[src/rtl/ram_loader.sv]
// ram_loader: packs an upstream byte stream little-endian into RAM words.
// Define RAM_LOADER_CKSUM_EN to enable the running word checksum output.
module ram_loader #(
  parameter int DATA_WIDTH    = 32,
  parameter int ADDRESS_WIDTH = 12
) (
  input  logic                     clk,
  input  logic                     reset_n,
  input  logic                     start,
  input  logic [ADDRESS_WIDTH-1:0] base_addr,
  input  logic [ADDRESS_WIDTH:0]   word_count,
  input  logic                     abort,
  input  logic                     byte_valid,
  input  logic [7:0]               byte_data,
  output logic                     byte_ready,
  output logic                     ram_wEn,
  output logic [ADDRESS_WIDTH-1:0] ram_addr,
  output logic [DATA_WIDTH-1:0]    ram_dataIn,
  output logic                     busy,
  output logic                     done,
  output logic [ADDRESS_WIDTH:0]   words_written,
  output logic [DATA_WIDTH-1:0]    checksum
);

  localparam int BYTES = DATA_WIDTH / 8;
  localparam int IW    = (BYTES > 1) ? $clog2(BYTES) : 1;

  typedef enum logic [1:0] {
    S_IDLE,
    S_COLLECT,
    S_WRITE,
    S_DONE
  } state_e;

  state_e                   state_q;
  logic [ADDRESS_WIDTH-1:0] base_q;
  logic [ADDRESS_WIDTH:0]   count_q;
  logic [ADDRESS_WIDTH:0]   written_q;
  logic [IW-1:0]            idx_q;
  logic [DATA_WIDTH-1:0]    word_q;
  logic                     ready_q;
  logic                     wen_q;
  logic                     busy_q;
  logic                     done_q;
  logic [ADDRESS_WIDTH-1:0] addr_q;
  logic [DATA_WIDTH-1:0]    data_q;

  logic                     accept;
  logic                     last_byte;
  logic                     launch;
  logic [DATA_WIDTH-1:0]    word_d;
  logic [ADDRESS_WIDTH:0]   written_d;
  logic [ADDRESS_WIDTH-1:0] addr_d;

  assign accept    = byte_valid && ready_q;
  assign last_byte = (idx_q == IW'(BYTES - 1));
  assign launch    = (state_q == S_IDLE) && start && !abort;
  assign written_d = written_q + (ADDRESS_WIDTH + 1)'(1);
  assign addr_d    = base_q + written_q[ADDRESS_WIDTH-1:0];

  // Byte k of the word lands in bits [8k+7:8k].
  always_comb begin
    word_d = word_q;
    for (int k = 0; k < BYTES; k++) begin
      if (idx_q == IW'(k)) begin
        word_d[8*k +: 8] = byte_data;
      end
    end
  end

  always_ff @(posedge clk or negedge reset_n) begin
    if (!reset_n) begin
      state_q   <= S_IDLE;
      base_q    <= '0;
      count_q   <= '0;
      written_q <= '0;
      idx_q     <= '0;
      word_q    <= '0;
      ready_q   <= 1'b0;
      wen_q     <= 1'b0;
      busy_q    <= 1'b0;
      done_q    <= 1'b0;
      addr_q    <= '0;
      data_q    <= '0;
    end else begin
      unique case (state_q)
        S_IDLE: begin
          if (launch) begin
            base_q    <= base_addr;
            count_q   <= word_count;
            written_q <= '0;
            idx_q     <= '0;
            word_q    <= '0;
            busy_q    <= 1'b1;
            if (word_count == '0) begin
              state_q <= S_DONE;
              done_q  <= 1'b1;
            end else begin
              state_q <= S_COLLECT;
              ready_q <= 1'b1;
            end
          end
        end
        S_COLLECT: begin
          if (abort) begin
            state_q <= S_IDLE;
            ready_q <= 1'b0;
            busy_q  <= 1'b0;
            idx_q   <= '0;
          end else if (accept) begin
            if (last_byte) begin
              state_q <= S_WRITE;
              ready_q <= 1'b0;
              wen_q   <= 1'b1;
              addr_q  <= addr_d;
              data_q  <= word_d;
              idx_q   <= '0;
            end else begin
              idx_q  <= idx_q + IW'(1);
              word_q <= word_d;
            end
          end
        end
        S_WRITE: begin
          // The RAM samples this edge, so the word counts even on abort.
          wen_q     <= 1'b0;
          written_q <= written_d;
          if (abort) begin
            state_q <= S_IDLE;
            busy_q  <= 1'b0;
          end else if (written_d == count_q) begin
            state_q <= S_DONE;
            done_q  <= 1'b1;
          end else begin
            state_q <= S_COLLECT;
            ready_q <= 1'b1;
          end
        end
        S_DONE: begin
          state_q <= S_IDLE;
          done_q  <= 1'b0;
          busy_q  <= 1'b0;
        end
        default: begin
          state_q <= S_IDLE;
        end
      endcase
    end
  end

`ifdef RAM_LOADER_CKSUM_EN
  logic [DATA_WIDTH-1:0] cksum_q;

  always_ff @(posedge clk or negedge reset_n) begin
    if (!reset_n) begin
      cksum_q <= '0;
    end else if (launch) begin
      cksum_q <= '0;
    end else if (wen_q) begin
      cksum_q <= cksum_q + data_q;
    end
  end

  assign checksum = cksum_q;
`else
  assign checksum = '0;
`endif

  assign byte_ready    = ready_q;
  assign ram_wEn       = wen_q;
  assign ram_addr      = addr_q;
  assign ram_dataIn    = data_q;
  assign busy          = busy_q;
  assign done          = done_q;
  assign words_written = written_q;

endmodule

[config.mk]
export PLATFORM = sky130hd
export DESIGN_NAME = ram_loader
export DESIGN_NICKNAME = d
export VERILOG_FILES = /design/src/rtl/ram_loader.sv
export SDC_FILE = /design/constraint.sdc
export NUM_CORES = 1
export LEC_CHECK = 0
export ABC_AREA = 1
export CORE_ASPECT_RATIO = 1.1
export CORE_MARGIN = 2
export CORE_UTILIZATION = 56
export CTS_CLUSTER_SIZE = 25
export DETAILED_ROUTE_END_ITERATION = 10
export PLACE_DENSITY = 0.95
export SETUP_SLACK_MARGIN = 0.2
export SLEW_MARGIN = 20
export SYNTH_ARGS = -nofsm -noshare
export SYNTH_HDL_FRONTEND = slang
export SYNTH_SLANG_ARGS = --single-unit
[constraint.sdc]
create_clock -name clk -period 3.3 [get_ports clk]
set_clock_uncertainty 0.1 [all_clocks]
set_input_delay 0.66 -clock clk [delete_from_list [all_inputs] [get_ports clk]]
set_output_delay 0.66 -clock clk [all_outputs]
set_load 0.05 [all_outputs]
==> results.yml, run 1 <==
status:
  status: "finished, final reports clean"
worst_setup_path:
  start_kind: "flip-flop"
  crit_type: "flip-flop to flip-flop"
  reg2reg_depth: 11
  arrival_ns: 2.92
  end_kind: "flip-flop"
  cp_max_fo: 41
  crit_required_ns: 3.51
synthesis:
  synth_common_cells: "nand2_1, dfrtp_1, o21ai_0, inv_1, nand3_1"
  synth_compound_area_frac: 0.103
  syn_area_per_cell_um2: 7.77
  synthArstFlopShare: 1.00
  synth_fa_ha_area_frac: 0.0447
  synth_xor_xnor_area_share: 0.0193
  post-synth-top-area-fraction: 0.462
  synth_area_leader_cell: "dfrtp_1"
  synthFlopType: "dfrtp_1"
  yosys-top-cells-area: "dfrtp_1, nand2_1, o21ai_0, nand3_1, inv_1"
  ys_ff_latch: 122
  synth_top_family_by_area: "simple AND/OR/NAND/NOR gates"
  synth_edf_count: 0
  yosys.cell_count.top_type: "nand2_1"
  synth.distinct_cells: 37
  synthSimpleGateAreaFrac: 0.264
  synthCells: 851
  synth_mux_area_frac: 0
  ys_warn_count: 0
  ys_seq_area_frac: 0.462
  syn_area_um2: 6610
drt:
  wl_mm: 16.6
  vias_per_cell: 5.45
  vias: 6043
  drc_errors: 0
  wire_per_inst_um: 15.0
  wl_met2_mm: 8.32
  first_pass_iters: 5
  top_layer: "met4"
  drt_iter0_drc: 411
  antenna_left: 0
  wl_met1_mm: 6.54
  wl_met3_mm: 1.27
timing:
  fmax_ghz: 0.369
  finalCritPeriodShare: 0.821
  slew_viol_final: 0
  hold_viol: 0
  worst_slack_ns: 0.591
  rsz0062_at_grt: "false"
  slew_headroom: 0.400
  finalSetupTns_ns: 0
  whs_ns: 0.121
  period_needed_ns: 2.71
  worst_pin_slew_ns: 0.896
  final-setup-viol-count: 0
power_and_ir_drop:
  vdd_ir_drop_max_mv: 0.404
  power.density_nw_per_um2: 771
  p_leak_nw: 4.04
  power_mw: 6.30
final_layout:
  num_antenna_cells: 0
  drive_gt1_frac: 0.0689
  fillers: 809
  final_nets: 1006
  area_delta_synth_final_pct: 23.7
place:
  portBuffers: 98
  gp_congestion: 0.940
  post-place-ws_ns: 0.377
  dpl.hpwl_mm: 11.1
die:
  boundaryPins: 131
  coreArea_um2: 11500
  start_util: 0.575
  dieArea_um2: 12700
  die_w_um: 108
  rows: 41
  die_h_um: 118
global_routing:
  overflow: 0
  grt_pass1_wl_mm: 27.4
  grt_pass1_vias: 5915
  track_usage: 0.270
  grt_max_degree: 86
  antenna_found_initial: 0
clocking:
  clock_latency_ns: 0.41
  cts_resized: 0
  cts_setup_buffers: 0
  ctsRootBufferMaster: "clkbuf_16"
  clk_pin_slew_ns: 0.06
  cts.sinks: 122
  cts_max_path_buffers: 2
  cts_buffers: 17
  cts_tree: "built"
  cts.hold.buffers_added: 0
  htree_num_levels: 4
run:
  maxCapViolations: 0
min_path:
  min_path_type: "primary input to async pin"
## per-stage QoR
| stage | std cells | utilization | cell area (um^2) |
|---|---|---|---|
| final | 1108 | 0.712 | 8180 |
| after detailed placement | 1076 | 0.662 | 7610 |
| after global routing | 1108 | 0.712 | 8180 |
| after floorplan | 882 | - | 6730 |
| after global placement | 1076 | 0.662 | 7610 |
| after CTS | 1108 | 0.712 | 8180 |
## layout by cell type, fill, tap and decap left out, types with 2 or more instances in the layout
cell / synthesis / routed
a21o_1: 3 / 3
a21oi_1: 12 / 12
buf_4: 34 / 9
clkbuf_16: 0 / 17
clkdlybuf4s50_1: 0 / 97
clkinv_1: 3 / 3
clkinv_2: 0 / 4
clkinv_4: 0 / 5
clkinvlp_4: 0 / 3
conb_1: 1 / 32
dfrtp_1: 122 / 122
ha_1: 22 / 22
inv_1: 80 / 80
inv_2: 5 / 5
nand2_1: 276 / 276
nand2_2: 5 / 5
nand2_4: 2 / 2
nand3_1: 70 / 70
nand3_2: 2 / 2
nand3b_1: 2 / 2
nand4_1: 3 / 3
nor2_1: 36 / 35
nor2_2: 4 / 5
nor2_8: 2 / 2
nor3_1: 5 / 5
o21ai_0: 86 / 86
o21ai_1: 16 / 16
o22ai_1: 9 / 9
xnor2_1: 5 / 5
xor2_1: 7 / 7
## state kept, by name, summed over array words and instances, names as in the netlist
register / count
ram_wEn: 1
words_written: 13
byte_ready: 1
ram_addr: 12
busy: 1
base_q: 12
word_q: 32
count_q: 13
done: 1
state_q: 2
ram_dataIn: 32
idx_q: 2
## area by class of cell
type	instances	area, um^2	share of cell area
Tap cell	150	188	0.0230
Multi-Input combinational cell	609	2980	0.365
Sequential cell	122	3050	0.373
Clock buffer	18	439	0.0537
Inverter	88	330	0.0404
Timing Repair Buffer	107	1060	0.129
Clock inverter	14	125	0.0153
## report_power, final
group / switching, mW / total [mW] / internal, mW / leakage [nW]
clock network: 0.693 / 1.75 / 1.05 / 0.272
registers: 0.229 / 2.12 / 1.89 / 1.64
logic: 1.67 / 2.44 / 0.764 / 2.12
total: 2.59 / 6.30 / 3.71 / 4.04
## routing by layer
layer	track usage	vias to the layer above
li1	-	2843
met1	0.337	2826
met2	0.452	318
met3	0.0554	56
met4	0.114	0
met5	0	-
## kinds of logic after synthesis
kind of cell    Yosys count
compound gates          130
xor+xnor                 13
fa+ha+maj                23
buf+inv                 151
flops                   122
other cells               1
simple gates            411
## worst max-delay path: stages, from the launching register on
cell,delay [ns]
dfrtp_1,0.43
inv_1,0.16
ha_1,0.25
nand2_1,0.08
nor2_2,0.10
nor2_1,0.07
inv_2,0.07
nand2_1,0.09
o21ai_4,0.71
buf_4,0.33
nand3_1,0.09
o21ai_0,0.12
## worst paths after layout
| kind | from | endpoint | slack (ns) |
|---|---|---|---|
| min in group clk | ram_dataIn[6] | ram_dataIn[6] | 0.38 |
| worst min register to register | ram_dataIn[6] | ram_dataIn[6] | 0.38 |
| worst max register to register | state_q[0] | word_q[7] | 0.59 |
| worst min-delay path | reset_n | ram_addr[7] | 0.12 |
| worst max-delay path | state_q[0] | word_q[7] | 0.59 |
| max in group asynchronous | reset_n | word_q[18] | 2.17 |
Power figures use the tool's default switching activity.
==> run 2, diff against run 1 <==
--- a/config.mk
+++ b/config.mk
@@ -8,10 +8,10 @@
 export ABC_AREA = 1
 export CORE_ASPECT_RATIO = 1.1
 export CORE_MARGIN = 2
-export CORE_UTILIZATION = 56
+export CORE_UTILIZATION = 47
 export CTS_CLUSTER_SIZE = 25
 export DETAILED_ROUTE_END_ITERATION = 10
-export PLACE_DENSITY = 0.95
+export PLACE_DENSITY = 0.86
 export SETUP_SLACK_MARGIN = 0.2
 export SLEW_MARGIN = 20
 export SYNTH_ARGS = -nofsm -noshare
==> constraint.sdc (replaced) <==
create_clock -name clk -period 2.2 [get_ports clk]
set_clock_uncertainty 0.1 [all_clocks]
set_input_delay 0.44 -clock clk [delete_from_list [all_inputs] [get_ports clk]]
set_output_delay 0.44 -clock clk [all_outputs]
set_load 0.05 [all_outputs]
==> run 2 against run 1 <==
Power rose by 69%. Global-route usage fell by 3.5 points. Worst hold slack improved by 0.25 ns. Maximum frequency rose by 31%. Design area rose by 8.4%. Worst setup slack got worse by 0.46 ns. Sequential power rose by 51%. Sequential cell count did not move. Combinational power rose by 95%. Core utilization fell by 6.9 points. Cell count rose by 7.0%. Register-to-register slack got worse by 0.46 ns.
==> results.yml, run 2 (same netlist as run 1, synthesis figures left out) <==
power_and_ir_drop:
  p_leak_nw: 4.55
  power.density_nw_per_um2: 1200
  vdd_ir_drop_max_mv: 0.676
  power_mw: 10.7
drt:
  wire_per_inst_um: 14.9
  wl_mm: 17.7
  vias_per_cell: 5.20
  drc_errors: 0
  vias: 6168
  drt_iter0_drc: 547
  antenna_left: 0
  first_pass_iters: 5
clocking:
  clock_latency_ns: 0.42
  clk_pin_slew_ns: 0.05
  htree_num_levels: 4
  cts_buffers: 17
  cts_tree: "built"
  cts.sinks: 122
  cts_max_path_buffers: 2
  ctsRootBufferMaster: "clkbuf_16"
worst_setup_path:
  crit_start: "words_written[0]"
  start_kind: "flip-flop"
  crit_type: "flip-flop to flip-flop"
  cp_max_fo: 7
  rrSetupSlack_ns: 0.13
  arrival_ns: 2.33
  r2r_start: "words_written[0]"
  end_kind: "flip-flop"
  crit_required_ns: 2.46
global_routing:
  grt_max_degree: 57
  gr-usage-met2: 0.395
  track_usage: 0.235
  grtUsageMet1: 0.294
  overflow: 0
  met3_usage: 0.0575
  grt_pass1_vias: 5791
  antenna_found_initial: 0
  busiest_layer: "met2"
  grt_pass1_wl_mm: 27.5
die:
  boundaryPins: 131
  die_w_um: 117
  rows: 45
  start_util: 0.479
  coreArea_um2: 13800
  die_h_um: 128
  dieArea_um2: 15000
place:
  dp.cells: 1127
  portBuffers: 98
  gp_congestion: 0.925
  dpl.hpwl_mm: 11.4
timing:
  final-setup-viol-count: 0
  hold_viol: 0
  slew_viol_final: 0
  finalSetupTns_ns: 0
  rsz0062_at_grt: "true"
  fmax_ghz: 0.483
  finalCritPeriodShare: 0.941
  slew_headroom: 0.651
  worst_pin_slew_ns: 0.523
  whs_ns: 0.370
  period_needed_ns: 2.07
final_layout:
  area_delta_synth_final_pct: 34.2
  num_antenna_cells: 0
  final_cell_mix: "nand2_1, dfrtp_1, inv_1, o21ai_0, nand3_1"
  drive_gt1_frac: 0.159
  fin_cells: 1186
  final_nets: 1046
  layout_commonest_cell: "nand2_1"
  postLayoutCoreUtil: 0.643
min_path:
  min_path_type: "flip-flop to flip-flop"
  hp-start: "ram_dataIn[1]"
status:
  status: "finished, final reports clean"
run:
  maxCapViolations: 0
[run 2: area by class of cell]
cell class | count | area [um^2]
clock buffer | 20 | 447
clock inverter | 12 | 124
fill | 1129 | 4930
inverter | 88 | 330
multi-input combinational | 609 | 3240
sequential | 122 | 3070
tap | 188 | 235
timing repair buffer | 147 | 1430
[run 2: worst max-delay path: stages (launching register included)]
cell and delay [ns]:
dfrtp_4 0.52, ha_4 0.20, nand2_8 0.08, nor2_8 0.06, nand2_1 0.08, nand2_1 0.11, nand3_2 0.12, nand3_1 0.12
nor2_1 0.10, nand3_1 0.09, nor2_2 0.13, nand3_2 0.13, nand2_2 0.09, nand2_1 0.04, nand2_1 0.05
[run 2: stage by stage]
step	area, um^2	worst slack (ns)
floorplan	6760	0.182
global placement	7820	0.0892
detailed placement	7820	0.0571
CTS	8510	0.133
global route	8870	-0.0225
finish	8870	0.130
[run 2: timing repair]
action | in CTS | in global routing
setup buffers | 8 | 13
pin swaps | 14 | 25
setup endpoints to repair | 72 | 47
gates resized for setup | 75 | 58
gates cloned | 2 | 3
endpoints found under the hold margin | 29 | 0
hold buffers | 1 | 0
[run 2: metal layers]
layer / share of wire / vias up / routed length [um]
li1: - / 2942 / -
met1: 0.40 / 2907 / 7050
met2: 0.51 / 281 / 8940
met3: 0.071 / 38 / 1250
met4: 0.025 / 0 / 445
met5: 0 / - / 0
[run 2: final timing paths]
path	depth (start not counted)	to
min in group asynchronous	2	word_q[27]
worst min register to register	2	ram_dataIn[1]
worst max-delay path	14	byte_ready
max in group asynchronous	3	words_written[0]
worst max register to register	14	byte_ready
worst min-delay path	2	ram_dataIn[1]
[run 2: report_power, final]
| group | internal (mW) | leakage (nW) | total, mW | switching [mW] |
|---|---|---|---|---|
| combinational | 1.87 | 2.65 | 4.77 | 2.90 |
| clock | 1.68 | 0.272 | 2.69 | 1.01 |
| sequential | 2.84 | 1.63 | 3.21 | 0.371 |
| total | 6.40 | 4.55 | 10.7 | 4.28 |
